==> config.mk <==
export PLATFORM = sky130hd
export DESIGN_NAME = nl_credit_link
export DESIGN_NICKNAME = d
export VERILOG_FILES = /design/src/rtl/nl_credit_link_pkg.sv /design/src/rtl/nl_valid_pipe.sv /design/src/rtl/nl_credit_link.sv
export SDC_FILE = /design/constraint.sdc
export NUM_CORES = 1
export LEC_CHECK = 0
export ABC_CLOCK_PERIOD_IN_PS = 3400
export CAP_MARGIN = 20
export CORE_MARGIN = 4
export CORE_UTILIZATION = 40
export CTS_CLUSTER_SIZE = 16
export DETAILED_ROUTE_END_ITERATION = 10
export PLACE_DENSITY = 0.81
export SETUP_SLACK_MARGIN = 0.05
export SLEW_MARGIN = 10
export SYNTH_ARGS = -nofsm -noshare
export SYNTH_HDL_FRONTEND = slang
export SYNTH_SLANG_ARGS = --single-unit
==> constraint.sdc <==
create_clock -name clk -period 3.4 [get_ports clk]
set_input_delay 0.34 -clock clk [delete_from_list [all_inputs] [get_ports clk]]
set_output_delay 0.34 -clock clk [all_outputs]
set_load 0.05 [all_outputs]
==> src/rtl/nl_credit_link_pkg.sv <==
// nl_link_pkg: shared types and limits for the credit-based NoC link.
//   flit_link_t : {vc, data} as carried on the forward path (default link shape)
//   credit_t    : {vc} as carried on the credit-return path
//   MAX_STAGES  : deepest supported register pipeline per direction
//   MAX_VC      : largest supported number of virtual channels
package nl_link_pkg;

  localparam int MAX_STAGES  = 8;
  localparam int MAX_VC      = 16;

  localparam int LINK_DATA_W = 64;
  localparam int LINK_VC_W   = 1;

  typedef struct packed {
    logic [LINK_VC_W-1:0]   vc;
    logic [LINK_DATA_W-1:0] data;
  } flit_link_t;

  typedef struct packed {
    logic [LINK_VC_W-1:0] vc;
  } credit_t;

  // VC id width; a single-VC link still carries a one-bit id.
  function automatic int vc_width(input int num_vc);
    return (num_vc > 1) ? $clog2(num_vc) : 1;
  endfunction

  function automatic int clamp_stages(input int stages);
    if (stages < 0) return 0;
    if (stages > MAX_STAGES) return MAX_STAGES;
    return stages;
  endfunction

endpackage

==> src/rtl/nl_valid_pipe.sv <==
// nl_valid_pipe: valid-tagged shift pipeline, advances every cycle, no stall.
//   clk, rst_n         : clock, synchronous active-low reset
//   in_valid, in_data  : stage-0 input
//   out_valid, out_data: last-stage output (STAGES=0 -> straight wire)
module nl_valid_pipe #(
  parameter int W      = 8,
  parameter int STAGES = 1
) (
  input  logic         clk,
  input  logic         rst_n,
  input  logic         in_valid,
  input  logic [W-1:0] in_data,
  output logic         out_valid,
  output logic [W-1:0] out_data
);

  generate
    if (STAGES == 0) begin : g_bypass
      // clk/rst_n have no loads in the bypass build.
      logic unused_clk_rst;
      assign unused_clk_rst = clk ^ rst_n;
      assign out_valid      = in_valid;
      assign out_data       = in_data;
    end else begin : g_regs
      logic         valid_q [STAGES];
      logic         valid_d [STAGES];
      logic [W-1:0] data_q  [STAGES];
      logic [W-1:0] data_d  [STAGES];

      always_comb begin
        valid_d[0] = in_valid;
        data_d[0]  = in_data;
        for (int i = 1; i < STAGES; i++) begin
          valid_d[i] = valid_q[i-1];
          data_d[i]  = data_q[i-1];
        end
      end

      always_ff @(posedge clk) begin
        if (!rst_n) begin
          for (int i = 0; i < STAGES; i++) begin
            valid_q[i] <= 1'b0;
            data_q[i]  <= '0;
          end
        end else begin
          for (int i = 0; i < STAGES; i++) begin
            valid_q[i] <= valid_d[i];
            data_q[i]  <= data_d[i];
          end
        end
      end

      assign out_valid = valid_q[STAGES-1];
      assign out_data  = data_q[STAGES-1];
    end
  endgenerate

endmodule

==> src/rtl/nl_credit_link.sv <==
// nl_credit_link: point-to-point NoC link with per-VC credit flow control.
//   clk, rst_n                     : clock, synchronous active-low reset
//   in_valid, in_vc, in_data       : upstream flit
//   in_ready                       : flit accepted (VC legal and has credit)
//   credit_avail                   : per-VC nonzero-credit flags
//   out_valid, out_vc, out_data    : flit delivered downstream after FWD_STAGES
//   cred_in_valid, cred_in_vc      : downstream freed one slot
//   credit_err                     : sticky protocol error, cleared by reset
module nl_credit_link
  import nl_link_pkg::*;
#(
  parameter  int DATA_W     = 64,
  parameter  int NUM_VC     = 2,
  parameter  int FWD_STAGES = 1,
  parameter  int BWD_STAGES = 1,
  parameter  int BUF_DEPTH  = 4,
  localparam int VC_W       = vc_width(NUM_VC)
) (
  input  logic              clk,
  input  logic              rst_n,
  input  logic              in_valid,
  input  logic [VC_W-1:0]   in_vc,
  input  logic [DATA_W-1:0] in_data,
  output logic              in_ready,
  output logic [NUM_VC-1:0] credit_avail,
  output logic              out_valid,
  output logic [VC_W-1:0]   out_vc,
  output logic [DATA_W-1:0] out_data,
  input  logic              cred_in_valid,
  input  logic [VC_W-1:0]   cred_in_vc,
  output logic              credit_err
);

  localparam int FWD_N = clamp_stages(FWD_STAGES);
  localparam int BWD_N = clamp_stages(BWD_STAGES);
  localparam int CNT_W = $clog2(BUF_DEPTH + 1);
  localparam int FLT_W = VC_W + DATA_W;

  localparam logic [CNT_W:0]   CNT_ONE = (CNT_W+1)'(1);
  localparam logic [CNT_W:0]   CNT_MAX = (CNT_W+1)'(BUF_DEPTH);
  localparam logic [CNT_W-1:0] CNT_RST = CNT_W'(BUF_DEPTH);

  logic [CNT_W-1:0] credit_q [NUM_VC];
  logic [CNT_W-1:0] credit_d [NUM_VC];
  logic             err_q;
  logic             err_d;

  logic             has_credit;
  logic             cred_vc_ok;
  logic [FLT_W-1:0] fwd_in_data;
  logic [FLT_W-1:0] fwd_out_data;
  logic             fwd_out_valid;
  logic [VC_W-1:0]  bwd_in_vc;
  logic             bwd_out_valid;
  logic [VC_W-1:0]  bwd_out_vc;
  logic [CNT_W:0]   nxt;

  // An out-of-range in_vc never matches a counter, so it is refused here.
  always_comb begin
    has_credit = 1'b0;
    for (int v = 0; v < NUM_VC; v++) begin
      if (in_vc == VC_W'(v) && credit_q[v] != '0) has_credit = 1'b1;
      credit_avail[v] = (credit_q[v] != '0);
    end
  end

  assign in_ready    = in_valid && has_credit;
  assign cred_vc_ok  = (32'(cred_in_vc) < NUM_VC);

  // Refused flits and ignored credits are zeroed so stage registers only
  // ever hold real traffic.
  assign fwd_in_data = in_ready ? {in_vc, in_data} : '0;
  assign bwd_in_vc   = (cred_in_valid && cred_vc_ok) ? cred_in_vc : '0;

  nl_valid_pipe #(
    .W      (FLT_W),
    .STAGES (FWD_N)
  ) u_fwd_pipe (
    .clk       (clk),
    .rst_n     (rst_n),
    .in_valid  (in_ready),
    .in_data   (fwd_in_data),
    .out_valid (fwd_out_valid),
    .out_data  (fwd_out_data)
  );

  nl_valid_pipe #(
    .W      (VC_W),
    .STAGES (BWD_N)
  ) u_bwd_pipe (
    .clk       (clk),
    .rst_n     (rst_n),
    .in_valid  (cred_in_valid && cred_vc_ok),
    .in_data   (bwd_in_vc),
    .out_valid (bwd_out_valid),
    .out_data  (bwd_out_vc)
  );

  assign out_valid = fwd_out_valid;
  assign out_vc    = fwd_out_data[DATA_W +: VC_W];
  assign out_data  = fwd_out_data[DATA_W-1:0];

  // One extra bit of headroom lets a return on a full counter be seen as
  // overflow before it is saturated back to BUF_DEPTH.
  always_comb begin
    err_d = err_q;
    nxt   = '0;
    if (in_valid && !has_credit)       err_d = 1'b1;
    if (cred_in_valid && !cred_vc_ok)  err_d = 1'b1;
    for (int v = 0; v < NUM_VC; v++) begin
      nxt = {1'b0, credit_q[v]};
      if (bwd_out_valid && bwd_out_vc == VC_W'(v)) nxt = nxt + CNT_ONE;
      if (in_ready && in_vc == VC_W'(v))           nxt = nxt - CNT_ONE;
      if (nxt > CNT_MAX) begin
        credit_d[v] = CNT_RST;
        err_d       = 1'b1;
      end else begin
        credit_d[v] = nxt[CNT_W-1:0];
      end
    end
  end

  always_ff @(posedge clk) begin
    if (!rst_n) begin
      for (int v = 0; v < NUM_VC; v++) credit_q[v] <= CNT_RST;
      err_q <= 1'b0;
    end else begin
      for (int v = 0; v < NUM_VC; v++) credit_q[v] <= credit_d[v];
      err_q <= err_d;
    end
  end

  assign credit_err = err_q;

endmodule

==> flow_metrics.tcl <==
set metrics [dict create \
    synth_top_family_by_area "simple AND/OR/NAND/NOR gates" \
    critPathCaptureType "output pin" \
    p_per_area_nw_per_um2 555 \
    synthMuxAreaShare_pct 0.793 \
    irDropWorstVdd_uv 320 \
    wl_met2_mm 3.24 \
    synthCells 226 \
    drt_iter0_markers 24 \
    synth-seq-cells 75 \
    skew_ps 9.59 \
    hp-class "in -> reg" \
    gp_congestion 0.791 \
    cts_tree "yes" \
    max_freq_ghz 0.377 \
    worst_pin_slew_ps 539 \
    grt_max_degree 55 \
    grt_overflow 0 \
    async_reset_ff_share_pct 0 \
    ys.flop_type "dfxtp_1" \
    vias 2013 \
    finalCritPeriodShare_pct 77.9 \
    area_delta_synth_final_pct 66.9 \
    ctsHoldBuffers 0 \
    synth_area_um2 2520 \
    cap_violations 0 \
    synth_fa_ha_area_share_pct 2.97 \
    synth_compound_area_share_pct 3.91 \
    final.min_clock_period_ps 2650 \
    final-hold-violation-count 0 \
    grt_pass1_wl_mm 9.64 \
    cts-resized-gates 0 \
    cts_setup_buffers 0 \
    io_pins 140 \
    nNetsFinal 445 \
    yosysWarnings 0 \
    synth_cell_type_count 36 \
    ys_top_cells_by_area "dfxtp_1 59%, and2_1 16%, ha_1 3.0%" \
    critPathKind "reg -> out" \
    hold_slack_ps 558 \
    synth_largest_area_cell "dfxtp_1" \
    place_hpwl_mm 4.90 \
    status "finished clean" \
    rows 28 \
    num_antenna_cells 0 \
    h-tree-depth 3 \
    cts-root-buf "clkbuf_8" \
    fin_ws_ps 750 \
    dr.pass1.iters 4 \
    numPortBuffers 139 \
    cp_max_fo 7 \
    place_ws_ps 997 \
    setup_viol 0 \
    synth-edff-count 0 \
    crit_path_start_kind "flop" \
    worst_path_max_delay_cell "clkdlybuf4s50_1" \
    core_area_um2 6030 \
    drive_gt1_share_pct 6.17 \
    drcViolationCount 0 \
    met1_length_mm 2.13 \
    die_w_um 87.5 \
    wl_per_cell_um 13.8 \
    p_leak_nw 1.70 \
    seq_area_um2 1500 \
    fp.dieH_um 87.5 \
    slew_violations 0 \
    critPathTopFamily "buffers and inverters" \
    cts_inserted_buffers 9 \
    cp.buffers_inverters 2 \
    multi_input_area_um2 967 \
    final.setup.tns_ps 0 \
    viasPerCell 4.49 \
    gr-usage-all-layers_pct 16.7 \
    critPathArrivalTime_ps 2310 \
    required_ps 3060 \
    syn_area_per_cell_um2 11.2 \
    dieArea_um2 7650 \
    slowest_delay_ps 800 \
    clk_path_buf_depth 2 \
    dr_wl_met3_um 675 \
    antenna_found_initial 0 \
    yosysSeqAreaShare_pct 59.5 \
    max_slew_margin_pct 64.0 \
    grt_pass1_vias 2129 \
    synthSimpleGateAreaFrac_pct 25.5 \
    synth-xor-area-share_pct 4.71 \
    rsz0062_at_grt "no" \
    netlist.area_leader.share_pct 59.5 \
    clock-sinks 75 \
    top_layer "met4" \
    wl_mm 6.18 \
    clkTransAtPathRegs_ps 80 \
    n_fill_cell 461 \
    start_util_pct 41.9 \
    syn_nets 302 \
    drt.antenna.violating_nets 0 \
    clock_latency_ps 330 \
    path_cells "inv_1 -> ha_1 -> nand2b_4 -> nand3b_1 -> nand2_1 -> clkdlybuf4s50_1" \
]
## routing by layer
| layer | global-route usage [%] | up-vias |
|---|---|---|
| met5 | 0 | - |
| met4 | 8.37 | 0 |
| met3 | 8.61 | 12 |
| met2 | 29.9 | 75 |
| met1 | 15.3 | 916 |
| li1 | - | 1010 |
## cells by family after synthesis
kind of cell / Yosys count
AOI/OAI and AO/OA: 15
DFF: 75
xor gates and xnor gates: 11
muxes: 2
buffers and inverters: 14
adders and majority gates: 6
and+or+nand+nor: 103
## stage by stage
stage	power, mW	cell area [µm²]	std cells	util, %
2_1_floorplan	1.36	2520	226	-
3_3_place_gp	1.56	3980	433	66.1
3_5_place_dp	1.58	3980	433	66.1
4_1_cts	2.36	4210	448	69.9
5_1_grt	2.44	4210	448	69.9
6_report	2.34	4210	448	69.9
## power breakdown
part | internal [mW] | switching (mW) | total (mW) | leakage (nW)
logic | 0.261 | 0.323 | 0.585 | 0.970
clock network | 0.483 | 0.302 | 0.785 | 0.112
registers | 0.938 | 0.0314 | 0.969 | 0.615
total | 1.68 | 0.657 | 2.34 | 1.70
## worst paths after layout
check / start / to / slack (ps) / cells past startpoint
worst min register to register: credit_err / credit_err / 590 / 2
worst min-delay path: in_data[32] / u_fwd_pipe.g_regs.data_q[0][32] / 560 / 2
worst max register to register: credit_q[0][3] / credit_q[0][4] / 1150 / 9
worst max-delay path: credit_q[0][0] / in_ready / 750 / 6
## worst register-to-register path: stages (launching register included)
cell,delay (ps)
dfxtp_1,380
inv_1,100
ha_1,310
mux2i_1,220
ha_1,230
xor3_1,290
o21bai_1,160
a21oi_1,190
a211oi_2,80
and4_1,190
## cell usage after synthesis (all sizes together), types with 3 or more instances
cell / instances
a31oi: 3
dfxtp: 75
nand2: 8
and3: 4
a21oi: 7
nor2: 4
ha: 6
xnor2: 8
buf: 7
inv: 6
and2: 65
nand3: 5
## layout by cell type, fill, tap and decap left out, types with 2 or more instances in the layout
master and n:
and2b_2 2, and2_1 65, mux2i_1 2, nand3_1 4
nand3b_1 2, nor2_1 4, and4_1 2, ha_1 6
nand2_1 8, a21oi_1 6, nor3_1 2, a31oi_1 3
o21bai_1 2, xnor2_1 7, clkdlybuf4s50_1 139, clkbuf_8 9
bufinv_16 3, inv_1 6, dfxtp_1 75, and3_1 4
xor2_1 2
## registers in the layout, summed over array words and instances (netlist names)
name / cells
u_bwd_pipe.g_regs.valid_q: 1
u_fwd_pipe.g_regs.valid_q: 1
credit_q: 6
u_bwd_pipe.g_regs.data_q: 1
credit_err: 1
u_fwd_pipe.g_regs.data_q: 65
## area by class of cell
| class | instances | area share (%) |
|---|---|---|
| Sequential cell | 75 | 35.6 |
| Timing Repair Buffer | 140 | 33.2 |
| Multi-Input combinational cell | 137 | 23.0 |
| Clock buffer | 10 | 3.03 |
| Clock inverter | 5 | 2.43 |
| Tap cell | 75 | 2.23 |
| Inverter | 6 | 0.534 |
Power figures use the tool's default switching activity.
